### src/rtl/crypt_pkg.sv
// Shared definitions for the decrypt output path: byte/word geometry,
// the serializer state encoding and the buffered word type.
package crypt_pkg;

  localparam int BYTE_W         = 8;
  localparam int BYTES_PER_WORD = 4;
  localparam int WORD_W         = BYTE_W * BYTES_PER_WORD;

  typedef enum logic {
    IDLE = 1'b0,
    SEND = 1'b1
  } state_t;

  typedef logic [WORD_W-1:0] word_t;

endpackage

### src/rtl/word_fifo.sv
// Small synchronous word FIFO with registered full flag and occupancy count.
// A push into a full FIFO is still accepted when a pop happens in the same cycle.
module word_fifo #(
  parameter  int DEPTH = 4,
  parameter  int WIDTH = 32,
  localparam int PTR_W = $clog2(DEPTH),
  localparam int CNT_W = $clog2(DEPTH) + 1
) (
  input  logic             clk_i,
  input  logic             rst_i,
  input  logic             push_i,
  input  logic [WIDTH-1:0] data_i,
  input  logic             pop_i,
  output logic [WIDTH-1:0] data_o,
  output logic             full_o,
  output logic             empty_o,
  output logic [CNT_W-1:0] count_o
);

  logic [WIDTH-1:0] mem_q [DEPTH];
  logic [PTR_W-1:0] wr_ptr_q, rd_ptr_q;
  logic [CNT_W-1:0] count_q, count_d;
  logic             full_q;
  logic             push_ok, pop_ok;

  assign empty_o = (count_q == '0);
  assign full_o  = full_q;
  assign count_o = count_q;
  assign data_o  = mem_q[rd_ptr_q];

  assign pop_ok  = pop_i && !empty_o;
  assign push_ok = push_i && (!full_q || pop_ok);

  always_comb begin
    count_d = count_q;
    case ({push_ok, pop_ok})
      2'b10:   count_d = count_q + CNT_W'(1);
      2'b01:   count_d = count_q - CNT_W'(1);
      default: count_d = count_q;
    endcase
  end

  always_ff @(posedge clk_i) begin
    if (rst_i) begin
      wr_ptr_q <= '0;
      rd_ptr_q <= '0;
      count_q  <= '0;
      full_q   <= 1'b0;
    end else begin
      if (push_ok) wr_ptr_q <= wr_ptr_q + PTR_W'(1);
      if (pop_ok)  rd_ptr_q <= rd_ptr_q + PTR_W'(1);
      count_q <= count_d;
      full_q  <= (count_d == CNT_W'(DEPTH));
    end
  end

  // Storage needs no reset: entries are only read once the count says they were written.
  always_ff @(posedge clk_i) begin
    if (push_ok) mem_q[wr_ptr_q] <= data_i;
  end

endmodule

### src/rtl/decrypt_byte_serializer.sv
// Buffers 4-byte plaintext words from the decrypt core and streams them out
// byte-by-byte (IN_1 first) over valid/ready, tracking an XOR checksum and word count.
module decrypt_byte_serializer #(
  parameter int DEPTH  = 4,
  parameter int BYTE_W = 8
) (
  input  logic              CLK,
  input  logic              RST,
  input  logic              EN,
  input  logic [BYTE_W-1:0] IN_1,
  input  logic [BYTE_W-1:0] IN_2,
  input  logic [BYTE_W-1:0] IN_3,
  input  logic [BYTE_W-1:0] IN_4,
  output logic [BYTE_W-1:0] OUT_BYTE,
  output logic              OUT_VALID,
  input  logic              OUT_READY,
  output logic              FULL,
  output logic              OVERFLOW,
  output logic [BYTE_W-1:0] CHKSUM,
  output logic [7:0]        WORD_CNT
);

  import crypt_pkg::*;

  localparam int         WW       = BYTES_PER_WORD * BYTE_W;
  localparam int         CNT_W    = $clog2(DEPTH) + 1;
  localparam logic [1:0] LAST_IDX = 2'(BYTES_PER_WORD - 1);

  state_t            state_q, state_d;
  logic [WW-1:0]     shift_q, shift_d;
  logic [1:0]        idx_q, idx_d;
  logic [BYTE_W-1:0] chksum_q, chksum_d;
  logic [7:0]        word_cnt_q, word_cnt_d;
  logic              overflow_q;

  logic [WW-1:0]     fifo_dout;
  logic              fifo_full, fifo_empty, fifo_pop;
  logic [CNT_W-1:0]  fifo_count;
  logic              word_dropped;

  word_fifo #(
    .DEPTH (DEPTH),
    .WIDTH (WW)
  ) u_fifo (
    .clk_i   (CLK),
    .rst_i   (RST),
    .push_i  (EN),
    .data_i  ({IN_4, IN_3, IN_2, IN_1}),
    .pop_i   (fifo_pop),
    .data_o  (fifo_dout),
    .full_o  (fifo_full),
    .empty_o (fifo_empty),
    .count_o (fifo_count)
  );

  // The low byte of the shift register is always the byte on offer.
  assign OUT_BYTE     = shift_q[BYTE_W-1:0];
  assign OUT_VALID    = (state_q == SEND);
  assign FULL         = fifo_full;
  assign OVERFLOW     = overflow_q;
  assign CHKSUM       = chksum_q;
  assign WORD_CNT     = word_cnt_q;
  assign word_dropped = EN && (fifo_count == CNT_W'(DEPTH)) && !fifo_pop;

  always_comb begin
    state_d    = state_q;
    shift_d    = shift_q;
    idx_d      = idx_q;
    chksum_d   = chksum_q;
    word_cnt_d = word_cnt_q;
    fifo_pop   = 1'b0;
    case (state_q)
      IDLE: begin
        if (!fifo_empty) begin
          fifo_pop = 1'b1;
          shift_d  = fifo_dout;
          idx_d    = 2'd0;
          state_d  = SEND;
        end
      end
      SEND: begin
        if (OUT_READY) begin
          chksum_d = chksum_q ^ OUT_BYTE;
          if (idx_q == LAST_IDX) begin
            word_cnt_d = word_cnt_q + 8'd1;
            idx_d      = 2'd0;
            // Chain straight into the next buffered word to avoid a bubble.
            if (!fifo_empty) begin
              fifo_pop = 1'b1;
              shift_d  = fifo_dout;
            end else begin
              shift_d = '0;
              state_d = IDLE;
            end
          end else begin
            idx_d   = idx_q + 2'd1;
            shift_d = shift_q >> BYTE_W;
          end
        end
      end
      default: state_d = IDLE;
    endcase
  end

  always_ff @(posedge CLK) begin
    if (RST) begin
      state_q    <= IDLE;
      shift_q    <= '0;
      idx_q      <= 2'd0;
      chksum_q   <= '0;
      word_cnt_q <= 8'd0;
      overflow_q <= 1'b0;
    end else begin
      state_q    <= state_d;
      shift_q    <= shift_d;
      idx_q      <= idx_d;
      chksum_q   <= chksum_d;
      word_cnt_q <= word_cnt_d;
      if (word_dropped) overflow_q <= 1'b1;
    end
  end

endmodule

### config.mk
export PLATFORM = sky130hd
export DESIGN_NAME = decrypt_byte_serializer
export DESIGN_NICKNAME = d
export VERILOG_FILES = /design/src/rtl/crypt_pkg.sv /design/src/rtl/word_fifo.sv /design/src/rtl/decrypt_byte_serializer.sv
export SDC_FILE = /design/constraint.sdc
export NUM_CORES = 1
export LEC_CHECK = 0
export CORE_AREA = 2 2 131 133
export DETAILED_ROUTE_END_ITERATION = 12
export DIE_AREA = 0 0 133 135
export GPL_TIMING_DRIVEN = 0
export HOLD_SLACK_MARGIN = 0.08
export MAX_ROUTING_LAYER = met4
export PLACE_DENSITY = 0.72
export SYNTH_ARGS = -nofsm -noshare
export SYNTH_HDL_FRONTEND = slang
export SYNTH_SLANG_ARGS = --single-unit
### constraint.sdc
create_clock -name CLK -period 4.95 [get_ports CLK]
set_input_delay 0.7425 -clock CLK [delete_from_list [all_inputs] [get_ports CLK]]
set_output_delay 0.7425 -clock CLK [all_outputs]
set_load 0.1 [all_outputs]
# Yosys cells after proc, flatten, opt, wreduce, memory -nomap -nowiden

Memory sizes are Yosys's and may differ from the RTL's. A register that Yosys moved wholly into a read port is not among the register bits.
Index checks and enable logic that the tools add are counted.
W data, S select, Z words.

Input port bits: 36
Bits in registers: 60
Bits in writable memories: 128
Logic and storage cells: 59
Memories kept: 1
Output and inout bits: 27

Memories:

| name         | words | width | read ports | clocked after Yosys merged registers in | write ports | line            | source |
|---|---|---|---|---|---|---|---|
| u_fifo.mem_q | 4     | 32    | 1          | 1                                       | 1           | word_fifo.sv:20 | `logic [WIDTH-1:0] mem_q [DEPTH];` |

Bitwise logic cells: 2
Add/sub/neg operators: 6
Equal/unequal tests: 7
Reductions and logical operators: 12
Multiplexer cells: 21

Operators by type and width:

| kind                  | number |
|---|---|
| $mux W32              | 4 |
| $pmux W32 S2          | 1 |
| $mux W2               | 5 |
| $add A8 B1 Y8 const B | 1 |
| $xor A8 B8 Y8         | 1 |
| $mux W1               | 7 |
| $add A2 B1 Y2 const B | 3 |
| $eq A3 B3 Y1 const B  | 2 |
| $pmux W3 S2           | 1 |
| $eq A2 B2 Y1 const B  | 2 |
| $logic_and A1 B1 Y1   | 4 |
| $ne A2 B2 Y1 const B  | 2 |
| $pmux W1 S2           | 2 |
| $pmux W2 S2           | 1 |
| $reduce_and A2 Y1     | 2 |
| $add A3 B1 Y3 const B | 1 |
| $logic_not A1 Y1      | 3 |
| $logic_not A3 Y1      | 1 |
| $reduce_and A3 Y1     | 1 |
| $sub A3 B1 Y3 const B | 1 |
| $eq A2 B1 Y1 const B  | 1 |
| $logic_or A1 B1 Y1    | 1 |
| $not A1 Y1            | 1 |

# Logic depth before layout (Yosys ltp)

Word-level depth: 11
Mapped depth: 12

# By module

Synthesis repeated with hierarchy kept, for this count alone.

Cell total of the unflattened synthesis: 477
Area total of the unflattened synthesis: 7483.4 sq um

Modules (own cells, without submodules):

| module                  | area each (sq um) | cells each | instances |
|---|---|---|---|
| word_fifo               | 5236.3            | 225        | 1 |
| decrypt_byte_serializer | 2247.2            | 252        | 1 |

# Worst setup path before layout

Ideal clock, no wire load.

Kind: register -> register
Start: register state_q, in the netlist OUT_VALID
End: register u_fifo.full_q, in the netlist u_fifo.full_o
Required time: 4818 ps
Path slack: 2115 ps
Setup time: 132 ps
Path buffers: 0
Cell stages (with the launch flop): 12
Arrival: 2703 ps
Path through: dfxtp_1 a21boi_0 nor2_1 o21a_1 inv_1 ha_1 inv_1 fa_1 xor2_1 nor2_1 xnor2_1 nor3_1

Word-level cells in the longest chain between the ends: 8

Ends and longest elaborated chain:

| item                                         | line                           | source |
|---|---|---|
| from (decl)                                  | decrypt_byte_serializer.sv:29  | `state_t state_q, state_d;` |
| from (signal assigned)                       | decrypt_byte_serializer.sv:114 | `state_q <= state_d;` |
| $not A1 Y1                                   | -                              |  |
| $pmux W1 S2 (*)                              | decrypt_byte_serializer.sv:72  | `case (state_q)` |
| $logic_and A1 B1 Y1 (*)                      | word_fifo.sv:31                | `assign pop_ok = pop_i && !empty_o;` |
| $logic_or A1 B1 Y1                           | word_fifo.sv:32                | `assign push_ok = push_i && (!full_q \|\| pop_ok);` |
| $logic_and A1 B1 Y1                          | word_fifo.sv:32                |  |
| $eq A2 B1 Y1 or $eq A2 B2 Y1 (tied branches) | word_fifo.sv:36                | `case ({push_ok, pop_ok})` |
| $pmux W3 S2 (*)                              | word_fifo.sv:36                |  |
| $eq A3 B3 Y1 (*)                             | word_fifo.sv:53                | `full_q <= (count_d == CNT_W'(DEPTH));` |
| to (signal assigned)                         | word_fifo.sv:53                |  |
| to (decl)                                    | word_fifo.sv:23                | `logic full_q;` |

Mark *: on every way between the ends. The rest lies on a longest branch, timed or not.
A chain may end at the register's enable or synchronous reset.

# Worst setup path after layout

Start: input port OUT_READY
End: register u_fifo.full_q, in the netlist u_fifo.full_o

Word-level cells in the longest chain between the ends: 8

Ends and longest elaborated chain:

| item                                         | line                          | source |
|---|---|---|
| from (decl)                                  | decrypt_byte_serializer.sv:16 | `input logic OUT_READY,` |
| $mux W1 (*)                                  | decrypt_byte_serializer.sv:82 | `if (OUT_READY) begin` |
| $pmux W1 S2 (*)                              | decrypt_byte_serializer.sv:72 |  |
| $logic_and A1 B1 Y1 (*)                      | word_fifo.sv:31               |  |
| net u_fifo.pop_ok                            | word_fifo.sv:24               | `logic push_ok, pop_ok;` |
| $logic_or A1 B1 Y1                           | word_fifo.sv:32               |  |
| $logic_and A1 B1 Y1                          | word_fifo.sv:32               |  |
| $eq A2 B1 Y1 or $eq A2 B2 Y1 (tied branches) | word_fifo.sv:36               |  |
| $pmux W3 S2 (*)                              | word_fifo.sv:36               |  |
| $eq A3 B3 Y1 (*)                             | word_fifo.sv:53               |  |

The timed path passes the listed nets; every way through them passes the cells marked *.

==> run metrics <==
Post-Route WL=14.3 mm; drt first pass iters=5; Sw Ratio=between 30% and 40%; Hold Path Class=reg2reg; Leak Pwr=2.97 nW; CTS tree=yes; FF-to-FF setup slack=~2.2 ns; met3 wire length=a little under 800 um; crit-path max FO=10; hpwl dp=between 9 and 10 mm; post-CTS sizing=0; most instantiated library cell after synthesis=edfxtp_1; clock latency at the later pin of the worst-skew pair=0.43 ns; hold_buf cts=0; Setup Slack @ Placement=1.35 ns; sum of routed wire segments on met1=slightly above 6 mm; Via density=5.31; pin count of the biggest net entering global routing=28; ranking of synthesized cells by area=edfxtp_1 52%, dfxtp_1 17%, mux4_2 9.8%, nor2_1 3.2%, nor3_1 1.8%; met2 WL=roughly 7.1 mm; RSZ-0062 raised after global routing=no; sw power=between 0.0015 and 0.002 W; power per cell area=~570 nW/um^2; worst path required time=about 5.2 ns; Max IR drop VDD=roughly 340 uV; Yosys top cell by area=edfxtp_1; Worst Hold Launch=idx_q[0]$_SDFFE_PP0P_; fmax=312 MHz; # H-tree levels=4; crit path time final=~3.2 ns; Finish-stage setup viols=0; reg2reg start=idx_q[0]$_SDFFE_PP0P_; sequential share of the synthesized area=between 60% and 70%; top routing layer in use=met4; predominant post-synthesis flop cell=edfxtp_1; Critical Path AT=between 3 and 4 ns; Post-synth top cells=128 x edfxtp_1, 63 x nor2_1, 62 x dfxtp_1; Die Height=roughly 140 um; Logic pwr share=approximately 34%; layout cells sized above 1=17.4%; CTS root buffer=clkbuf_16; end point of the critical path=u_fifo.full_o$_SDFF_PP0_; Area Overhead vs Synth=21.0%; number of synthesized flops with an enable pin=about 130; clk buf depth=2; grt ovf=0; final hold vios=0; first-pass GRT wire length=22.7 mm; Mapped Nets=517; PnR worst setup slack=approximately 1.7 ns; Yosys warning count=0; Critical Path End Type=flop; Port Buffers=just over 60; number of top-level pins=63; die width=133 um; Rows=47; Synth Area per Inst=15.5 sq um; Clock Power Share=about 26%; post-synthesis register bit count=190; fin util=a little over half; Worst Clk Skew=between 0.006 and 0.007 ns; CTS Buf Count=17; CP Launch Type=input port; Tot GR Track Use=around 18%; die area=roughly 18000 sq um; Initial Util=between 40 and 50%; routability cong.=0.841; Post-CTS Setup Inserts=0; Vias=4195; cell count after synthesis=approximately 470; Worst Tran Pin Value=about 0.97 ns; Setup TNS=0 ns; Max-Cap Viols=0; Iter 0 DRT Violations=338; Worst slew margin=about a third; Internal Power=~0.0033 W; CP Class=in2reg; FFs w/ async S/R, synth=0%; Reg-to-Reg End=u_fifo.full_o$_SDFF_PP0_; antenna violations before repair=0; final worst path period share=64.7%; WL per Instance=roughly 18 um; area of the core=about 16000 sq um; top cell type's share of synthesized area=52.3%; Inserted Diodes=0; Sink Count=190; synth unique cells=between 40 and 50; synthesized area=~7400 sq um; vias in the first global route=between 4k and 5k; Nets=approximately 600; sequential power share=40.4%; CP startpoint=OUT_READY; clock-pin slew on the worst setup and hold paths=about 0.070 ns; Max Transition Viols Final=0; post-route antenna net violation count=0; worst-case reg-to-reg path depth=11; status=completed; Remaining DRCs=0
## how the worst min path moves through the flow
stage	to	slack (ns)	cells past startpoint
3_5_place_dp	idx_q[0]$_SDFFE_PP0P_	0.47	1
2_1_floorplan	shift_q[22]$_SDFFE_PP0P_	0.43	2
4_1_cts	idx_q[0]$_SDFFE_PP0P_	0.48	1
3_3_place_gp	shift_q[22]$_SDFFE_PP0P_	0.45	2
5_1_grt	shift_q[22]$_SDFFE_PP0P_	0.51	2
6_report	idx_q[0]$_SDFFE_PP0P_	0.49	1
## layout make-up
type                       count  area, sq um
sequential                   190         5080
clock inverter                14          146
inverter                      15         56.3
tap                          220          275
multi-input combinational    234         2020
fill                        1266         7510
buffer                        34          196
timing repair buffer          65          691
clock buffer                  18          429
## sequential cells by signal, indices dropped and copies added (netlist names), named ones only
signal and count:
u_fifo.mem_q 128, shift_q 32, CHKSUM 8, WORD_CNT 8
u_fifo.count_o 3, idx_q 2, u_fifo.rd_ptr_q 2, u_fifo.wr_ptr_q 2
OUT_VALID 1, OVERFLOW 1, u_fifo.full_o 1
## worst max-delay path, stage by stage
cell,delay [ns]
clkdlybuf4s50_1,0.67
a21boi_0,0.20
nor2_1,0.26
clkbuf_1,0.43
ha_1,0.27
inv_1,0.06
fa_1,0.37
xor2_1,0.15
nor2_1,0.12
xnor2_1,0.16
nor3_1,0.08
## cells in the final DEF (no fill, tap or decap), types with 4 or more instances in the layout
| cell | n |
|---|---|
| inv_1 | 14 |
| clkdlybuf4s50_1 | 61 |
| edfxtp_1 | 128 |
| a221oi_1 | 13 |
| clkbuf_16 | 17 |
| xor2_1 | 14 |
| buf_12 | 4 |
| a21oi_1 | 4 |
| buf_2 | 4 |
| nor3_1 | 26 |
| a221oi_2 | 5 |
| nand2_1 | 13 |
| mux4_2 | 32 |
| o21ai_0 | 7 |
| and2_2 | 4 |
| ha_1 | 7 |
| xnor2_1 | 5 |
| clkinvlp_4 | 5 |
| nor2_1 | 63 |
| buf_4 | 9 |
| dfxtp_1 | 62 |
| buf_6 | 4 |
| nand4_1 | 4 |
| clkbuf_1 | 17 |
| clkinv_4 | 4 |
| a22oi_1 | 15 |
## power groups by stage
| stage | combinational (W) | clock, W | sequential [W] |
|---|---|---|---|
| 2_1_floorplan | 0.00121 | 0 | 0.00215 |
| 3_3_place_gp | 0.00165 | 0 | 0.00208 |
| 3_5_place_dp | 0.00171 | 0 | 0.00209 |
| 4_1_cts | 0.00173 | 0.00133 | 0.00205 |
| 5_1_grt | 0.00187 | 0.00140 | 0.00208 |
| 6_report | 0.00173 | 0.00130 | 0.00205 |
## kinds of logic (layout without fill, tap and decap cells)
group           after synthesis  in the layout  synth area share (%)
buf+inv                      49            146                  3.44
fa+ha+maj                     8              8                  1.46
compound gates               54             54                  6.16
mux                          36             36                  10.6
xor+xnor                     19             19                  2.26
simple gates                117            117                  6.96
flops                       190            190                  69.2
## per-layer routing
metal  vias up  GRT usage [%]
li1       1962              -
met1      2080           21.8
met2       135           27.9
met3        18           4.50
met4         0           6.57
met5         -              -
## through the flow
stage / power, W / cell area, sq um / std cells / hold slack [ns]
5_1_grt: 0.00534 / 8900 / 790 / 0.514
4_1_cts: 0.00511 / 8900 / 790 / 0.481
6_report: 0.00508 / 8900 / 790 / 0.488
3_3_place_gp: 0.00373 / 8240 / 754 / 0.447
2_1_floorplan: 0.00336 / 7350 / 473 / 0.435
3_5_place_dp: 0.00380 / 8320 / 758 / 0.468
Power figures use the tool's default switching activity.
